**config.mk**
```make
export PLATFORM = sky130hd
export DESIGN_NAME = alu_share_ctrl_flat
export DESIGN_NICKNAME = d
export VERILOG_FILES = /design/src/rtl/alu_share_pkg.sv /design/src/rtl/alu_share_ctrl_if.sv /design/src/rtl/alu_share_ctrl_rr_arb2.sv /design/src/rtl/alu_share_ctrl.sv /design/src/flat_wrapper.sv
export SDC_FILE = /design/constraint.sdc
export NUM_CORES = 1
export LEC_CHECK = 0
export CORE_ASPECT_RATIO = 1.4
export CORE_MARGIN = 2
export CORE_UTILIZATION = 23
export DETAILED_ROUTE_END_ITERATION = 7
export SETUP_SLACK_MARGIN = 0.05
export SLEW_MARGIN = 25
export SYNTH_ARGS = -nofsm -noshare
export SYNTH_HDL_FRONTEND = slang
export SYNTH_SLANG_ARGS = --single-unit
```
**constraint.sdc**
```tcl
create_clock -name clk -period 1.46 [get_ports clk]
set_input_delay 0.292 -clock clk [delete_from_list [all_inputs] [get_ports clk]]
set_output_delay 0.292 -clock clk [all_outputs]
set_load 0.03 [all_outputs]
```
**src/rtl/alu_share_pkg.sv**
```systemverilog
// Shared constants and types for the two-requester ALU sharing controller.
package alu_share_pkg;

  localparam logic [1:0] OP_ADD = 2'b00;
  localparam logic [1:0] OP_SUB = 2'b01;

  localparam int ID_W = 1;

  typedef enum logic [1:0] {
    ST_IDLE = 2'b00,
    ST_EXEC = 2'b01,
    ST_RESP = 2'b10
  } state_t;

endpackage

```
**src/rtl/alu_share_ctrl_if.sv**
```systemverilog
// Requester, response, ALU-side and debug signals of alu_share_ctrl.
// Handshake: a transfer happens on a rising edge where valid and ready are both high;
// valid and its payload hold until then, and ready may depend combinationally on valid.
interface alu_share_ctrl_if
  import alu_share_pkg::*;
#(
  parameter int W = 32
);
  logic         req0_valid;
  logic         req0_ready;
  logic [W-1:0] req0_a;
  logic [W-1:0] req0_b;
  logic [1:0]   req0_op;
  logic         req1_valid;
  logic         req1_ready;
  logic [W-1:0] req1_a;
  logic [W-1:0] req1_b;
  logic [1:0]   req1_op;

  logic         rsp0_valid;
  logic         rsp0_ready;
  logic [W-1:0] rsp0_res;
  logic         rsp1_valid;
  logic         rsp1_ready;
  logic [W-1:0] rsp1_res;

  logic [W-1:0] alu_in_a;
  logic [W-1:0] alu_in_b;
  logic [1:0]   alu_opcode;
  logic [W-1:0] alu_res;

  state_t          state_dbg;
  logic [ID_W-1:0] cur_id_dbg;
  logic [ID_W-1:0] last_grant_dbg;

  modport slave (
    input  req0_valid, req0_a, req0_b, req0_op,
    input  req1_valid, req1_a, req1_b, req1_op,
    input  rsp0_ready, rsp1_ready, alu_res,
    output req0_ready, req1_ready,
    output rsp0_valid, rsp0_res, rsp1_valid, rsp1_res,
    output alu_in_a, alu_in_b, alu_opcode,
    output state_dbg, cur_id_dbg, last_grant_dbg
  );

  modport master (
    output req0_valid, req0_a, req0_b, req0_op,
    output req1_valid, req1_a, req1_b, req1_op,
    output rsp0_ready, rsp1_ready, alu_res,
    input  req0_ready, req1_ready,
    input  rsp0_valid, rsp0_res, rsp1_valid, rsp1_res,
    input  alu_in_a, alu_in_b, alu_opcode,
    input  state_dbg, cur_id_dbg, last_grant_dbg
  );
endinterface

```
**src/rtl/alu_share_ctrl_rr_arb2.sv**
```systemverilog
// Two-input round-robin arbiter; the requester that did not win last time wins a tie.
module rr_arb2 (
  input  logic [1:0] req,
  input  logic       last_grant,
  output logic [1:0] gnt,
  output logic       gnt_id
);

  always_comb begin
    gnt_id = 1'b0;
    gnt    = 2'b00;
    if (req == 2'b11) begin
      gnt_id = ~last_grant;
    end else if (req[1]) begin
      gnt_id = 1'b1;
    end
    if (req != 2'b00) begin
      gnt = gnt_id ? 2'b10 : 2'b01;
    end
  end

endmodule

```
**src/rtl/alu_share_ctrl.sv**
```systemverilog
// Shares one registered add/sub ALU between two requesters: accept, execute, respond.
module alu_share_ctrl
  import alu_share_pkg::*;
#(
  parameter int W = 32
) (
  input logic              clk,
  input logic              rst,
  alu_share_ctrl_if.slave  bus
);

  state_t          state_q, state_d;
  logic [ID_W-1:0] cur_id_q;
  logic [ID_W-1:0] last_grant_q;
  logic [W-1:0]    a_q, b_q;
  logic [1:0]      op_q;

  logic [1:0] gnt;
  logic       gnt_id;
  logic       accept;
  logic       rsp_ready_cur;

  rr_arb2 u_arb (
    .req        ({bus.req1_valid, bus.req0_valid}),
    .last_grant (last_grant_q),
    .gnt        (gnt),
    .gnt_id     (gnt_id)
  );

  assign rsp_ready_cur = (cur_id_q == 1'b1) ? bus.rsp1_ready : bus.rsp0_ready;

  always_comb begin
    state_d        = state_q;
    accept         = 1'b0;
    bus.req0_ready = 1'b0;
    bus.req1_ready = 1'b0;
    bus.rsp0_valid = 1'b0;
    bus.rsp1_valid = 1'b0;
    unique case (state_q)
      ST_IDLE: begin
        if (gnt != 2'b00) begin
          accept         = 1'b1;
          bus.req0_ready = gnt[0];
          bus.req1_ready = gnt[1];
          state_d        = ST_EXEC;
        end
      end
      ST_EXEC: state_d = ST_RESP;
      ST_RESP: begin
        bus.rsp0_valid = (cur_id_q == 1'b0);
        bus.rsp1_valid = (cur_id_q == 1'b1);
        if (rsp_ready_cur) state_d = ST_IDLE;
      end
      default: state_d = ST_IDLE;
    endcase
  end

  // Operands stay registered through EXEC and RESP so the ALU output is stable.
  always_ff @(posedge clk) begin
    if (rst) begin
      state_q      <= ST_IDLE;
      cur_id_q     <= 1'b0;
      last_grant_q <= 1'b1;
      a_q          <= '0;
      b_q          <= '0;
      op_q         <= OP_ADD;
    end else begin
      state_q <= state_d;
      if (accept) begin
        cur_id_q     <= gnt_id;
        last_grant_q <= gnt_id;
        a_q          <= gnt_id ? bus.req1_a  : bus.req0_a;
        b_q          <= gnt_id ? bus.req1_b  : bus.req0_b;
        op_q         <= gnt_id ? bus.req1_op : bus.req0_op;
      end
    end
  end

  assign bus.alu_in_a       = a_q;
  assign bus.alu_in_b       = b_q;
  assign bus.alu_opcode     = op_q;
  assign bus.rsp0_res       = bus.alu_res;
  assign bus.rsp1_res       = bus.alu_res;
  assign bus.state_dbg      = state_q;
  assign bus.cur_id_dbg     = cur_id_q;
  assign bus.last_grant_dbg = last_grant_q;

endmodule

```
**src/flat_wrapper.sv**
```systemverilog
// flat-port wrapper written by rule: the top's interface ports become plain ports
module alu_share_ctrl_flat import alu_share_pkg::*;
#(
  parameter int W = 32
)
  (clk, rst, bus_req0_valid, bus_req0_a, bus_req0_b, bus_req0_op, bus_req1_valid, bus_req1_a, bus_req1_b, bus_req1_op, bus_rsp0_ready, bus_rsp1_ready, bus_alu_res, bus_req0_ready, bus_req1_ready, bus_rsp0_valid, bus_rsp0_res, bus_rsp1_valid, bus_rsp1_res, bus_alu_in_a, bus_alu_in_b, bus_alu_opcode, bus_state_dbg, bus_cur_id_dbg, bus_last_grant_dbg);
  alu_share_ctrl_if #(.W(W)) bus_i ();
  input logic clk;
  input logic rst;
  input wire logic [$bits(bus_i.req0_valid)-1:0] bus_req0_valid;
  input wire logic [$bits(bus_i.req0_a)-1:0] bus_req0_a;
  input wire logic [$bits(bus_i.req0_b)-1:0] bus_req0_b;
  input wire logic [$bits(bus_i.req0_op)-1:0] bus_req0_op;
  input wire logic [$bits(bus_i.req1_valid)-1:0] bus_req1_valid;
  input wire logic [$bits(bus_i.req1_a)-1:0] bus_req1_a;
  input wire logic [$bits(bus_i.req1_b)-1:0] bus_req1_b;
  input wire logic [$bits(bus_i.req1_op)-1:0] bus_req1_op;
  input wire logic [$bits(bus_i.rsp0_ready)-1:0] bus_rsp0_ready;
  input wire logic [$bits(bus_i.rsp1_ready)-1:0] bus_rsp1_ready;
  input wire logic [$bits(bus_i.alu_res)-1:0] bus_alu_res;
  output wire logic [$bits(bus_i.req0_ready)-1:0] bus_req0_ready;
  output wire logic [$bits(bus_i.req1_ready)-1:0] bus_req1_ready;
  output wire logic [$bits(bus_i.rsp0_valid)-1:0] bus_rsp0_valid;
  output wire logic [$bits(bus_i.rsp0_res)-1:0] bus_rsp0_res;
  output wire logic [$bits(bus_i.rsp1_valid)-1:0] bus_rsp1_valid;
  output wire logic [$bits(bus_i.rsp1_res)-1:0] bus_rsp1_res;
  output wire logic [$bits(bus_i.alu_in_a)-1:0] bus_alu_in_a;
  output wire logic [$bits(bus_i.alu_in_b)-1:0] bus_alu_in_b;
  output wire logic [$bits(bus_i.alu_opcode)-1:0] bus_alu_opcode;
  output wire logic [$bits(bus_i.state_dbg)-1:0] bus_state_dbg;
  output wire logic [$bits(bus_i.cur_id_dbg)-1:0] bus_cur_id_dbg;
  output wire logic [$bits(bus_i.last_grant_dbg)-1:0] bus_last_grant_dbg;
  assign bus_i.req0_valid = bus_req0_valid;
  assign bus_i.req0_a = bus_req0_a;
  assign bus_i.req0_b = bus_req0_b;
  assign bus_i.req0_op = bus_req0_op;
  assign bus_i.req1_valid = bus_req1_valid;
  assign bus_i.req1_a = bus_req1_a;
  assign bus_i.req1_b = bus_req1_b;
  assign bus_i.req1_op = bus_req1_op;
  assign bus_i.rsp0_ready = bus_rsp0_ready;
  assign bus_i.rsp1_ready = bus_rsp1_ready;
  assign bus_i.alu_res = bus_alu_res;
  assign bus_req0_ready = bus_i.req0_ready;
  assign bus_req1_ready = bus_i.req1_ready;
  assign bus_rsp0_valid = bus_i.rsp0_valid;
  assign bus_rsp0_res = bus_i.rsp0_res;
  assign bus_rsp1_valid = bus_i.rsp1_valid;
  assign bus_rsp1_res = bus_i.rsp1_res;
  assign bus_alu_in_a = bus_i.alu_in_a;
  assign bus_alu_in_b = bus_i.alu_in_b;
  assign bus_alu_opcode = bus_i.alu_opcode;
  assign bus_state_dbg = bus_i.state_dbg;
  assign bus_cur_id_dbg = bus_i.cur_id_dbg;
  assign bus_last_grant_dbg = bus_i.last_grant_dbg;
  alu_share_ctrl #(.W(W)) u_core (.clk(clk), .rst(rst), .bus(bus_i));
endmodule
```
# ---- Word-level counts from Yosys, hierarchy flattened
# Cells that the tools add are included.
dict set report totals {
  wordCells 36
  regBits 70
}
dict set report classes {
  muxes 19
  eq_ne 5
  bitwise 2
  reduce_logical 4
}
# cell count
set op_table {}
lappend op_table {{two-way mux 32 bit} 2}
lappend op_table {{two-way mux 1 bit} 11}
lappend op_table {{two-way mux 2 bit} 5}
lappend op_table {{case mux 2 bit (3 select lines)} 1}
lappend op_table {{equality test 2 bit, second input constant} 2}
lappend op_table {{inequality test 2 x 1 -> 1 bit, second input constant} 2}
lappend op_table {{nonzero test 2 bit} 2}
lappend op_table {{equality test 2 x 1 -> 1 bit, second input constant} 1}
lappend op_table {{logical NOT 2 bit} 1}
lappend op_table {{NOT 1 bit} 2}
lappend op_table {{AND reduction 2 bit} 1}

# ---- Logic depth before layout (Yosys ltp)
dict set report logic_depth {
  word_depth 7
  depth_mapped 6
  mapped_depth_nobuf 4
}

# ---- By module
# From an unflattened synthesis, not the netlist that was laid out.
dict set report hier_totals {
  hier_cells 393
  area_unflattened_um2 3981.3
}
# mod cells_per_inst area_per_inst_um2 instances
set by_module_without_submodules {}
lappend by_module_without_submodules {alu_share_ctrl 389 3955.0 1}
lappend by_module_without_submodules {rr_arb2 4 26.3 1}

# ---- Worst setup path after synthesis
# No wires, ideal clock.
dict set report synth_timing {
  path_kind {register to output}
  from {register u_core.state_q[1], in the netlist u_core.bus.state_dbg[1]}
  to {output bus_req0_ready}
  arrival_ps 1385
  path_slack_ps -217
  stages_incl_launch_ff 5
  n_path_buf 1
  path_cell_list {dfxtp_1 > nor2_2 > buf_2 > nand2_1 > nor2_1}
}
dict set report synth_via {
  elab_chain_cells 2
}
# item line
set synth_lines {}
lappend synth_lines {{start: declaration} alu_share_ctrl.sv:12} ;# state_t state_q, state_d;
lappend synth_lines {{start signal: assignment} alu_share_ctrl.sv:68} ;# state_q <= state_d;
lappend synth_lines {{logical NOT 2 bit} alu_share_ctrl.sv:39} ;# unique case (state_q)
lappend synth_lines {{two-way mux 1 bit} alu_share_ctrl.sv:39}
lappend synth_lines {{end: declaration} flat_wrapper.sv:21} ;# output wire logic [$bits(bus_i.req0_ready)-1:0] bus_req0_ready;
# No other way between the ends.

# ---- Final worst setup path
# Ends and elaborated chain as after synthesis.

==> flow_summary.yaml <==
placement:
  hpwl_um: 10500
  io_buffer_count: 211
  place.gp.congestion: 0.787
  place_area_um2: 5720
  placed_cells: 790
  dp_worst_setup_slack_ns: -0.317
floorplanning:
  die_area_um2: 17400
  die_x_um: 112
  std_cell_rows: 55
  core-area_um2: 16100
  pin_count: 308
  die_h_um: 155
  start_util_pct: 23.4
synthesis:
  synthArstFlopShare_pct: 0
  synth_area_leaders: "dfxtp_1 (37%), buf_4 (14%), a31oi_1 (8.0%)"
  seq_area_frac_synth_pct: 37.2
  syn_area_per_cell_um2: 7.95
  synth.most_common_cell: "buf_4"
  netlist.area_leader.share_pct: 37.2
  synth_common_cells: "buf_4 (72), dfxtp_1 (70), a31oi_1 (48), nand3_1 (48), nand4_1 (48)"
  synth_top_cell_by_area: "dfxtp_1"
  ys.flop_type: "dfxtp_1"
  synth_edf_count: 0
  synthesis.instances: 474
  synth_seq_cells: 70
  synthesis.yosys.warnings: 0
  yosysUniqueCellTypes: 28
  synth_nets: 644
  synthesis.area_um2: 3770
worst_hold_path:
  hp-class: "input pin to register"
  holdCritStartpoint: "rst"
  holdPathStages: 2
  holdPathEnd: "u_core.bus.state_dbg[0]"
critical_path:
  rrSetupSlack_ns: 0.07
  worstReg2RegEnd: "u_core.bus.alu_in_a[2]"
  cp-start-kind: "register"
  required_ns: 1.17
  crit_fanout: 5
  path_class: "register to primary output"
  reg2reg_depth: 5
  worstSetupEndpointType: "primary output"
  r2r-start: "u_core.bus.state_dbg[1]"
  arrival_ns: 1.18
layout:
  antenna_cells: 0
  areaGrowthSynthToFinish_pct: 61.1
  final_cells: 815
  fillers: 1659
  multiInputGateArea_um2: 1650
  layout.area.seq_um2: 1410
  drive_above_1_share_pct: 12.2
  final_design_area_no_fill_um2: 6070
  nets: 782
sta:
  fmax_mhz: 677
  fin_ws_ns: -0.0162
  hold-worst-slack_ns: 0.301
  rsz0062_at_grt: "yes"
  fin_crit_ns: 1.48
  slew_violations: 0
  min_period_over_period_pct: 101
  finalClockSkew_ns: 0.00596
  hold_viol: 0
  setup_violations: 1
  worst_pin_slew_ns: 0.370
  relSlewSlack_pct: 75.3
drt:
  drc_errors: 0
  wl_per_cell_um: 18.2
  postRouteAntennaNets: 0
  dr.pass1.iters: 5
  vias: 4163
  drt_iter0_markers: 285
  drt_wl_total_um: 14800
  via_per_inst: 5.11
power_and_ir_drop:
  p_per_area_nw_per_um2: 1080
  vdd_drop_max_mv: 0.506
  totalPowerFinal_mw: 6.57
  leakage_nw: 2.37
clock_network:
  clockBufferDepth: 2
  tritoncts: "yes"
  clk_pin_slew_ns: 0.06
  cts_max_level: 3
  clk_latency_ns: 0.33
  cts_root_buffer: "clkbuf_16"
  cts_buffers: 9
  hold_buffers: 0
  cts_sinks: 70
run_status:
  violations: "negative setup slack"
  status: "finished with violations"
global_routing:
  antenna_found_initial: 0
  grt_remaining_overflow: 0
  grt_pass1_wl_um: 22200
  track_usage_pct: 16.0
  grt_max_degree: 61
  grt_pass1_vias: 4203
flow_run:
  cap_violations: 0
-- worst max-delay path by stage --
stage,start,depth (start not counted),slack [ns],to
2_1_floorplan,u_core.bus.state_dbg[1],4,-0.009,bus_req0_ready
3_3_place_gp,bus_req1_valid,5,-0.26,bus_req1_ready
3_5_place_dp,bus_req1_valid,5,-0.32,u_core.bus.alu_in_a[5]
4_1_cts,u_core.bus.state_dbg[0],4,-0.04,bus_req0_ready
5_1_grt,u_core.bus.state_dbg[1],4,-0.07,bus_req0_ready
6_report,u_core.bus.state_dbg[1],4,-0.02,bus_req0_ready
-- cells in the final DEF, fill, tap and decap left out, types with 10 or more instances in the layout --
cell / count
a21oi_1: 20
a311oi_1: 18
a31oi_1: 48
buf_12: 11
buf_4: 22
clkbuf_16: 10
clkdlybuf4s15_1: 12
clkdlybuf4s50_1: 134
dfxtp_1: 67
dlygate4sd2_1: 53
nand2_1: 36
nand3_1: 48
nand4_1: 48
o21ai_0: 30
o21ai_1: 19
-- report_power, final --
| group | internal, mW | switching, mW |
|---|---|---|
| Sequential | 2.12 | 0.121 |
| Clock | 1.35 | 0.830 |
| Combinational | 0.959 | 1.19 |
-- cell type report --
| class | count | share of cell area, % |
|---|---|---|
| clock buffers | 11 | 4.00 |
| clock inverters | 4 | 0.784 |
| inverters | 1 | 0.0619 |
| multi-input cells | 285 | 27.2 |
| flip-flops and latches | 70 | 23.3 |
| well taps | 199 | 4.10 |
| repair buffers | 245 | 40.6 |
-- flip-flops by register name (all words and copies together) (netlist names) --
signal / count
u_core.bus.last_grant_dbg: 1
u_core.bus.alu_in_a: 32
u_core.bus.state_dbg: 2
u_core.bus.cur_id_dbg: 1
u_core.bus.alu_in_b: 32
u_core.bus.alu_opcode: 2
-- critical path, cell delays in order, from the launching register on --
cell and delay (ns):
dfxtp_4 0.36, nor2_4 0.17, nand2_2 0.08, nor2_2 0.10
buf_6 0.14
-- routing by layer --
layer | up-vias | routed length, um | track usage [%]
met3 | 69 | 1060 | 3.35
li1 | 1970 | - | -
met5 | - | 0 | 0
met1 | 1917 | 5490 | 17.2
met4 | 0 | 789 | 9.93
met2 | 207 | 7510 | 28.5
-- cells by family after synthesis --
kind of cell | synth area share [%]
buffers and inverters | 19.8
flip-flops | 37.2
AND/OR/NAND/NOR | 20.6
multiplexers | 0.266
AO/OA/AOI/OAI | 22.1
-- per-stage QoR --
stage	TNS, ns	utilization (%)
floorplan	-0.00947	-
global placement	-12.42	35.5
detailed placement	-15.52	35.5
CTS	-0.0515	37.2
global route	-0.350	37.7
finish	-0.0162	37.7
-- timing repair --
action / CTS / global route
setup buffers: 5 / 4
setup endpoints to repair: 72 / 78
resized for setup: 82 / 23
pin swaps: 1 / 5
cloned: 0 / 1
Note: power is estimated with default switching activity, not from simulation.
